File: config.mk
export PLATFORM = sky130hd
export DESIGN_NAME = sdram_port_arbiter
export DESIGN_NICKNAME = d
export VERILOG_FILES = /design/src/rtl/sdram_port_arbiter.sv
export SDC_FILE = /design/constraint.sdc
export NUM_CORES = 1
export LEC_CHECK = 0
export CAP_MARGIN = 5
export CORE_AREA = 2 2 128 130
export CTS_CLUSTER_DIAMETER = 200
export DETAILED_ROUTE_END_ITERATION = 8
export DIE_AREA = 0 0 130 132
export GPL_TIMING_DRIVEN = 0
export PLACE_DENSITY = 0.8
export SLEW_MARGIN = 40
export SYNTH_ARGS = -nofsm -noshare
export SYNTH_HDL_FRONTEND = slang
export SYNTH_SLANG_ARGS = --single-unit
export TNS_END_PERCENT = 10
File: constraint.sdc
create_clock -name clk -period 6 [get_ports clk]
set_input_delay 1.5 -clock clk [delete_from_list [all_inputs] [get_ports clk]]
set_output_delay 1.5 -clock clk [all_outputs]
set_load 0.05 [all_outputs]
File: src/rtl/sdram_port_arbiter.sv
// Arbitrates a fetch port and a data port onto one SDRAM controller port, with a watchdog timeout.
// Optional round-robin between fetch and data when SDRAM_ARB_RR_EN is defined; otherwise fixed priority.
module sdram_port_arbiter #(
    parameter int TIMEOUT = 1023
) (
    input  logic        clk,
    input  logic        reset,
    // fetch port
    input  logic        i_req,
    input  logic [31:0] i_addr,
    output logic [31:0] i_rdata,
    output logic        i_ack,
    // data port
    input  logic        d_rd,
    input  logic        d_wr,
    input  logic [31:0] d_addr,
    input  logic [31:0] d_wdata,
    input  logic [2:0]  d_size,
    output logic [31:0] d_rdata,
    output logic        d_ack,
    // downstream controller
    output logic        m_rd,
    output logic        m_wr,
    output logic [31:0] m_addr,
    output logic [31:0] m_wdata,
    output logic [2:0]  m_size,
    input  logic [31:0] m_rdata,
    input  logic        m_rd_valid,
    input  logic        m_wr_valid,
    input  logic        m_init,
    output logic        err
);

    typedef enum logic [2:0] {
        ST_IDLE,
        ST_FETCH,
        ST_DREAD,
        ST_DWRITE,
        ST_GAP
    } state_t;

    localparam logic [2:0]  SIZE_WORD = 3'b010;
    localparam logic [15:0] WD_LAST   = 16'(TIMEOUT - 1);

    state_t      state;
    state_t      state_nxt;
    logic [15:0] wd_cnt;
    logic        grant_f;
    logic        grant_dr;
    logic        grant_dw;
    logic        done;
    logic        expire;
    logic        in_grant;

`ifdef SDRAM_ARB_RR_EN
    logic        last_data;
`endif

    assign in_grant = (state == ST_FETCH) || (state == ST_DREAD) || (state == ST_DWRITE);

    always_ff @(posedge clk or posedge reset) begin
        if (reset) begin
            state <= ST_IDLE;
        end else begin
            state <= state_nxt;
        end
    end

    always_comb begin
        state_nxt = state;
        grant_f   = 1'b0;
        grant_dr  = 1'b0;
        grant_dw  = 1'b0;
        done      = 1'b0;
        expire    = 1'b0;
        case (state)
            ST_IDLE: begin
                if (m_init) begin
`ifdef SDRAM_ARB_RR_EN
                    // Contention: alternate against whoever owned the port last.
                    if ((d_wr || d_rd) && i_req) begin
                        if (last_data) begin
                            grant_f = 1'b1;
                        end else if (d_wr) begin
                            grant_dw = 1'b1;
                        end else begin
                            grant_dr = 1'b1;
                        end
                    end else if (d_wr) begin
                        grant_dw = 1'b1;
                    end else if (d_rd) begin
                        grant_dr = 1'b1;
                    end else if (i_req) begin
                        grant_f = 1'b1;
                    end
`else
                    if (d_wr) begin
                        grant_dw = 1'b1;
                    end else if (d_rd) begin
                        grant_dr = 1'b1;
                    end else if (i_req) begin
                        grant_f = 1'b1;
                    end
`endif
                end
                if (grant_dw) begin
                    state_nxt = ST_DWRITE;
                end else if (grant_dr) begin
                    state_nxt = ST_DREAD;
                end else if (grant_f) begin
                    state_nxt = ST_FETCH;
                end
            end
            ST_FETCH, ST_DREAD: begin
                if (m_rd_valid) begin
                    done = 1'b1;
                end else if (wd_cnt == WD_LAST) begin
                    expire = 1'b1;
                end
            end
            ST_DWRITE: begin
                if (m_wr_valid) begin
                    done = 1'b1;
                end else if (wd_cnt == WD_LAST) begin
                    expire = 1'b1;
                end
            end
            ST_GAP: begin
                state_nxt = ST_IDLE;
            end
            default: begin
                state_nxt = ST_IDLE;
            end
        endcase
        if (done || expire) begin
            state_nxt = ST_GAP;
        end
    end

    always_ff @(posedge clk or posedge reset) begin
        if (reset) begin
            m_rd    <= 1'b0;
            m_wr    <= 1'b0;
            m_addr  <= 32'h0;
            m_wdata <= 32'h0;
            m_size  <= SIZE_WORD;
            i_ack   <= 1'b0;
            d_ack   <= 1'b0;
            i_rdata <= 32'h0;
            d_rdata <= 32'h0;
            err     <= 1'b0;
            wd_cnt  <= 16'h0;
        end else begin
            i_ack <= 1'b0;
            d_ack <= 1'b0;

            if (grant_f) begin
                m_rd   <= 1'b1;
                m_addr <= i_addr;
                m_size <= SIZE_WORD;
                wd_cnt <= 16'h0;
            end else if (grant_dr) begin
                m_rd   <= 1'b1;
                m_addr <= d_addr;
                m_size <= d_size;
                wd_cnt <= 16'h0;
            end else if (grant_dw) begin
                m_wr    <= 1'b1;
                m_addr  <= d_addr;
                m_wdata <= d_wdata;
                m_size  <= d_size;
                wd_cnt  <= 16'h0;
            end else if (in_grant) begin
                wd_cnt <= wd_cnt + 16'd1;
            end

            // A watchdog expiry looks like a completion with zero read data.
            if (done || expire) begin
                m_rd <= 1'b0;
                m_wr <= 1'b0;
                if (state == ST_FETCH) begin
                    i_ack   <= 1'b1;
                    i_rdata <= expire ? 32'h0 : m_rdata;
                end else begin
                    d_ack   <= 1'b1;
                    d_rdata <= expire ? 32'h0 : m_rdata;
                end
            end

            if (expire) begin
                err <= 1'b1;
            end
        end
    end

`ifdef SDRAM_ARB_RR_EN
    always_ff @(posedge clk or posedge reset) begin
        if (reset) begin
            last_data <= 1'b1;
        end else if (grant_f) begin
            last_data <= 1'b0;
        end else if (grant_dr || grant_dw) begin
            last_data <= 1'b1;
        end
    end
`endif

endmodule
==> impl_metrics.py, run 1 <==
metrics = {
    "run_status": {
        "status": "finished clean",
    },
    "clock_tree": {
        "cts_root_buffer": "clkbuf_16",
        "cts_hold_buf": 0,
        "cts_buffers": 17,
        "postCtsSetupRepairBufs": 0,
        "cts_tree": "done",
        "insertion_delay_ns": 0.43,
        "cts_resized": 0,
        "clock_sink_count": 155,
        "clk_path_buf_depth": 2,
        "htree_levels": 4,
        "cts.clk_slew.worst_paths_ns": 0.06,
    },
    "power": {
        "power.share.combinational_pct": 54.8,
        "internal_power_w": 0.00335,
        "p_clk_share_pct": 17.6,
        "p_sw_w": 0.00301,
        "switching_share_pct": 47.3,
        "ir_drop_uv": 338,
        "p_leak_nw": 4.41,
        "power_frac_seq_pct": 27.5,
        "powerDensity_nw_per_um2": 607,
    },
    "sta": {
        "period_share_pct": 54.7,
        "rsz0062_at_grt": "false",
        "setup_tns_ns": 0,
        "fmax_mhz": 305,
        "slew_headroom_pct": 59.8,
        "drv_slew": 0,
        "final-hold-violation-count": 0,
        "tightest_slew_ns": 0.601,
        "fin_worst_skew_ns": 0.00856,
        "setup_viol": 0,
        "min_period_ns": 3.28,
    },
    "critical_path": {
        "critPathRequiredTime_ns": 4.50,
        "r2r_slack_ns": 3.59,
        "reg2reg_from": "wd_cnt[0]",
        "worstReg2RegEnd": "i_rdata[25]",
        "path_max_fanout": 2,
        "cpLargestDelayFamily": "buffers and inverters",
        "cp.arrival_ns": 1.78,
        "critical_path_class": "reg2out",
        "slowest_stage": "clkdlybuf4s50_1",
        "worst-path-buf-inv": 1,
        "crit_path_end_kind": "output port",
        "start_kind": "flip-flop",
        "reg2regPathDepth": 8,
        "path_cells": "clkdlybuf4s50_1",
        "critPathMaxStageDelay_ns": 0.83,
    },
    "routing": {
        "wl_per_cell_um": 17.7,
        "via_per_inst": 5.25,
        "drt_pass1_iterations": 5,
        "routed_wl_um": 20500,
        "drt_iter0_drc": 311,
        "vias": 6090,
        "ant_nets": 0,
        "drc": 0,
    },
    "place": {
        "dp_hpwl_um": 15200,
        "gp_congestion": 0.834,
        "dpl_cell_area_um2": 9870,
        "port-buffer-count": 274,
    },
    "die": {
        "start_util_pct": 43.4,
        "dieArea_um2": 17200,
        "fp.dieH_um": 132,
        "die_x_um": 130,
        "io_pins": 275,
        "core_um2": 15700,
        "rows": 46,
    },
    "yosys": {
        "synth.most_common_cell": "dfrtp_1",
        "syn_nets": 778,
        "yosys_warnings": 0,
        "synth_common_cells": "dfrtp_1 (154), nand2_1 (107), o21ai_0 (100)",
        "synth_area_per_cell_um2": 10.7,
        "synthArstFlopShare_pct": 100,
        "synth_edf_count": 0,
        "ys_ff_latch": 155,
        "yosys.area.top_type": "dfrtp_1",
        "netlist_area_um2": 6820,
        "yosysSeqAreaShare_pct": 56.9,
        "synth_flop_cell": "dfrtp_1",
        "synth_cell_types": 45,
        "synth_area_leaders": "dfrtp_1 (56%), o21ai_0 (7.3%), a22oi_1 (7.0%), nand2_1 (5.9%), mux2i_1 (5.3%)",
        "yosysTopAreaCellShare_pct": 56.5,
        "syn_inst": 637,
    },
    "min_path": {
        "min_path_type": "reg2reg",
        "hold_start": "err",
        "min_to": "err",
        "whs_path_depth": 1,
    },
    "final_layout": {
        "n_fill_cell": 1238,
        "seq_area_um2": 3880,
        "area_delta_synth_final_pct": 53.8,
        "multi_input_area_um2": 2710,
        "antenna_cells": 0,
        "drive_gt1_share_pct": 9.11,
        "fin_nets": 1072,
        "fin_area_um2": 10500,
    },
    "global_routing": {
        "grt_max_degree": 79,
        "grt_pass1_vias": 5872,
        "grt_pass1_wl_um": 31800,
        "grt_antenna_before_repair": 0,
        "grt.overflow.total": 0,
        "grt_use_total_pct": 24.1,
    },
    "run": {
        "maxCapViolCount": 0,
    },
}
==> power by group through the flow <==
stage	Sequential (W)	Combinational [W]	Clock (W)
after global placement	0.00174	0.00344	0
after detailed placement	0.00177	0.00350	0
after global routing	0.00181	0.00369	0.00119
final	0.00175	0.00349	0.00112
after CTS	0.00175	0.00351	0.00115
after floorplan	0.00315	0.000869	0
==> flip-flops by register name (all words and copies together), names as in the netlist <==
name and flops:
d_rdata 32, i_rdata 32, m_addr 32, m_wdata 32, wd_cnt 16, m_size 3, state 3, d_ack 1
err 1, i_ack 1, m_rd 1, m_wr 1
==> through the flow <==
| step | power, W | utilization [%] | worst slack [ns] | hold WS (ns) | instances |
|---|---|---|---|---|---|
| 6_report | 0.00637 | 66.8 | 2.72 | 0.479 | 1160 |
| 5_1_grt | 0.00669 | 66.8 | 2.55 | 0.490 | 1160 |
| 4_1_cts | 0.00641 | 66.8 | 2.69 | 0.477 | 1160 |
| 3_5_place_dp | 0.00526 | 62.8 | 2.35 | 0.456 | 1128 |
| 3_3_place_gp | 0.00519 | 62.6 | -1.88 | 0.458 | 1127 |
| 2_1_floorplan | 0.00402 | - | 0.324 | 0.473 | 637 |
==> worst max-delay path by stage <==
stage / startpoint / end / slack [ns] / cells after the start
after CTS: m_size[1] / m_size[1] / 2.69 / 1
after floorplan: reset / d_ack / 0.32 / 1
after detailed placement: m_rd_valid / i_rdata[25] / 2.35 / 7
after global routing: d_rd / m_addr[27] / 2.55 / 7
final: m_size[1] / m_size[1] / 2.72 / 1
after global placement: reset / d_rdata[5] / -1.88 / 2
==> cell usage in the layout, fill, tap and decap left out, types with 3 or more instances in the layout <==
| cell | count |
|---|---|
| inv_6 | 5 |
| nor4_1 | 3 |
| clkbuf_16 | 17 |
| a22oi_1 | 64 |
| buf_4 | 5 |
| clkdlybuf4s50_1 | 274 |
| buf_2 | 8 |
| buf_1 | 4 |
| and4_1 | 3 |
| bufinv_16 | 3 |
| mux2i_1 | 36 |
| nand3_1 | 4 |
| nand4_1 | 4 |
| clkinv_4 | 4 |
| inv_1 | 5 |
| mux2_2 | 32 |
| o21ai_0 | 100 |
| a21oi_1 | 11 |
| nand2b_1 | 3 |
| clkbuf_1 | 29 |
| nor2_1 | 16 |
| nand2_1 | 107 |
| or3_1 | 6 |
| xor2_1 | 4 |
| dfrtp_1 | 154 |
| xnor2_1 | 4 |
| nor3_1 | 3 |
==> routing by layer <==
metal,vias up,track usage (%),wire length (um)
met5,-,0,0
met4,0,8.30,510
met3,31,7.51,1730
met2,231,39.6,10200
met1,2956,29.8,8030
li1,2872,-,-
==> layout make-up <==
class                      count  share of cell area [%]
buffer                        47                    2.03
inverter                       6                   0.286
clock buffer                  18                    4.19
clock inverter                14                    1.75
tap                          216                    2.58
multi-input combinational    429                    25.8
timing repair buffer         275                    26.4
sequential                   155                    37.0
==> kinds of logic after synthesis <==
logic type / after synthesis / synth area share [%]
compound gates: 188 / 16.8
xor+xnor: 8 / 1.03
fa+ha+maj: 2 / 0.367
buf+inv: 53 / 3.45
flops: 155 / 56.9
mux: 68 / 10.6
simple gates: 163 / 10.9
(Power assumes the default switching activity.)
==> run 2: changes to the inputs <==
clock period = 3.2 ns   (was 6 ns; I/O delays follow)
==> run 2 against run 1 <==
- clock power grew 79%
- cell count grew 0.60%
- register-to-register slack lost 2.7 ns
==> impl_metrics.py, run 2 (same netlist as run 1, synthesis figures left out) <==
metrics = {
    "run_status": {
        "status": "finished clean",
    },
    "clock_tree": {
        "cts_root_buffer": "clkbuf_16",
        "cts_tree": "done",
        "postCtsSetupRepairBufs": 0,
        "insertion_delay_ns": 0.43,
        "cts_buffers": 17,
        "htree_levels": 4,
        "clk_path_buf_depth": 2,
        "cts_resized": 0,
        "clock_sink_count": 155,
        "cts.clk_slew.worst_paths_ns": 0.06,
        "cts_hold_buf": 0,
    },
    "sta": {
        "fin_worst_skew_ns": 0.00827,
        "tightest_slew_ns": 0.575,
        "slew_headroom_pct": 61.6,
        "period_share_pct": 81.3,
        "rsz0062_at_grt": "false",
        "setup_tns_ns": 0,
        "fmax_mhz": 385,
        "min_period_ns": 2.60,
        "drv_slew": 0,
        "final-hold-violation-count": 0,
        "setup_viol": 0,
        "whs_ns": 0.472,
        "setup_slack_ns": 0.600,
    },
    "place": {
        "dp_slack_ns": 0.190,
        "dpl_cell_area_um2": 10100,
        "dp_hpwl_um": 15600,
        "gp_congestion": 0.828,
        "port-buffer-count": 274,
    },
    "routing": {
        "routed_wl_um": 20600,
        "vias": 6106,
        "ant_nets": 0,
        "via_per_inst": 5.23,
        "drc": 0,
        "drt_pass1_iterations": 7,
        "wl_per_cell_um": 17.7,
        "drt_iter0_drc": 344,
    },
    "run": {
        "maxCapViolCount": 0,
    },
    "die": {
        "io_pins": 275,
        "dieArea_um2": 17200,
        "core_um2": 15700,
        "fp.dieH_um": 132,
        "start_util_pct": 43.4,
        "rows": 46,
        "die_x_um": 130,
    },
    "final_layout": {
        "n_fill_cell": 1245,
        "final_common_cell": "clkdlybuf4s50_1",
        "area_delta_synth_final_pct": 55.9,
        "final_cell_mix": "clkdlybuf4s50_1 (274), dfrtp_1 (154), nand2_1 (107)",
        "fin_nets": 1079,
        "drive_gt1_share_pct": 9.58,
        "fin_area_um2": 10600,
    },
    "critical_path": {
        "critPathMaxStageDelay_ns": 0.85,
        "critPathRequiredTime_ns": 2.40,
        "cpLargestDelayFamily": "buffers and inverters",
        "cp.arrival_ns": 1.80,
        "crit_cells": 1,
        "start_kind": "flip-flop",
        "path_cells": "clkdlybuf4s50_1",
        "path_max_fanout": 2,
        "worst-path-buf-inv": 1,
        "crit_path_end_kind": "output port",
        "reg2regPathDepth": 8,
        "critical_path_class": "reg2out",
        "slowest_stage": "clkdlybuf4s50_1",
    },
    "min_path": {
        "min_path_type": "reg2reg",
        "whs_path_depth": 1,
    },
    "global_routing": {
        "grt.overflow.total": 0,
        "grt_use_total_pct": 24.3,
        "grt_pass1_vias": 5990,
        "grt_max_degree": 25,
        "grt_pass1_wl_um": 32400,
        "grt_antenna_before_repair": 1,
    },
    "power": {
        "p_sw_w": 0.00561,
        "switching_share_pct": 47.2,
        "internal_power_w": 0.00626,
        "power.share.combinational_pct": 55.4,
        "power_frac_seq_pct": 27.8,
        "p_leak_nw": 4.47,
        "powerDensity_nw_per_um2": 1120,
        "p_clk_share_pct": 16.9,
        "ir_drop_uv": 649,
    },
}
## run 2: changes by cell type in the layout (fill, tap and decap cells not counted), sizes merged
cell      previous run  this run
inv                 11         6
clkinvlp             2         4
buf                 19        26
diode                0         1
clkinv               4         6
## run 2: final timing paths
check	to	startpoint	slack, ns
min reg2reg	err	err	0.47
max reg2reg	i_rdata[27]	wd_cnt[0]	0.85
min in group asynchronous	m_wdata[16]	reset	0.64
min	err	err	0.47
max in group asynchronous	d_rdata[12]	reset	1.49
max	m_size[1]	m_size[1]	0.60
## run 2: final cells by class
class	instances	area (um^2)	area share, %
Buffer	47	213	2.00
Multi-Input combinational cell	429	2710	25.5
Sequential cell	155	3880	36.5
Antenna cell	1	2.50	0.0235
Clock inverter	13	151	1.42
Clock buffer	18	429	4.04
Tap cell	216	270	2.54
Timing Repair Buffer	282	2960	27.8
Inverter	6	26.3	0.247
## run 2: per-layer routing
layer	share of wire, %	GRT usage, %
met5	0	0
met2	48	39.4
met1	41	30.4
met4	3.4	10.2
met3	7.0	6.62
## run 2: power groups by stage
| stage | Sequential, W | Combinational, W | Clock (W) |
|---|---|---|---|
| 3_3_place_gp | 0.00327 | 0.00645 | 0 |
| 3_5_place_dp | 0.00331 | 0.00659 | 0 |
| 2_1_floorplan | 0.00591 | 0.00163 | 0 |
| 4_1_cts | 0.00329 | 0.00661 | 0.00203 |
| 6_report | 0.00330 | 0.00657 | 0.00200 |
| 5_1_grt | 0.00339 | 0.00694 | 0.00212 |
## run 2: per-stage QoR
stage | power, W | util, % | instances
final | 0.0119 | 67.7 | 1167
after global routing | 0.0124 | 67.7 | 1167
after CTS | 0.0119 | 67.7 | 1166
after detailed placement | 0.00990 | 64.0 | 1135
after global placement | 0.00972 | 62.6 | 1127
after floorplan | 0.00754 | - | 637
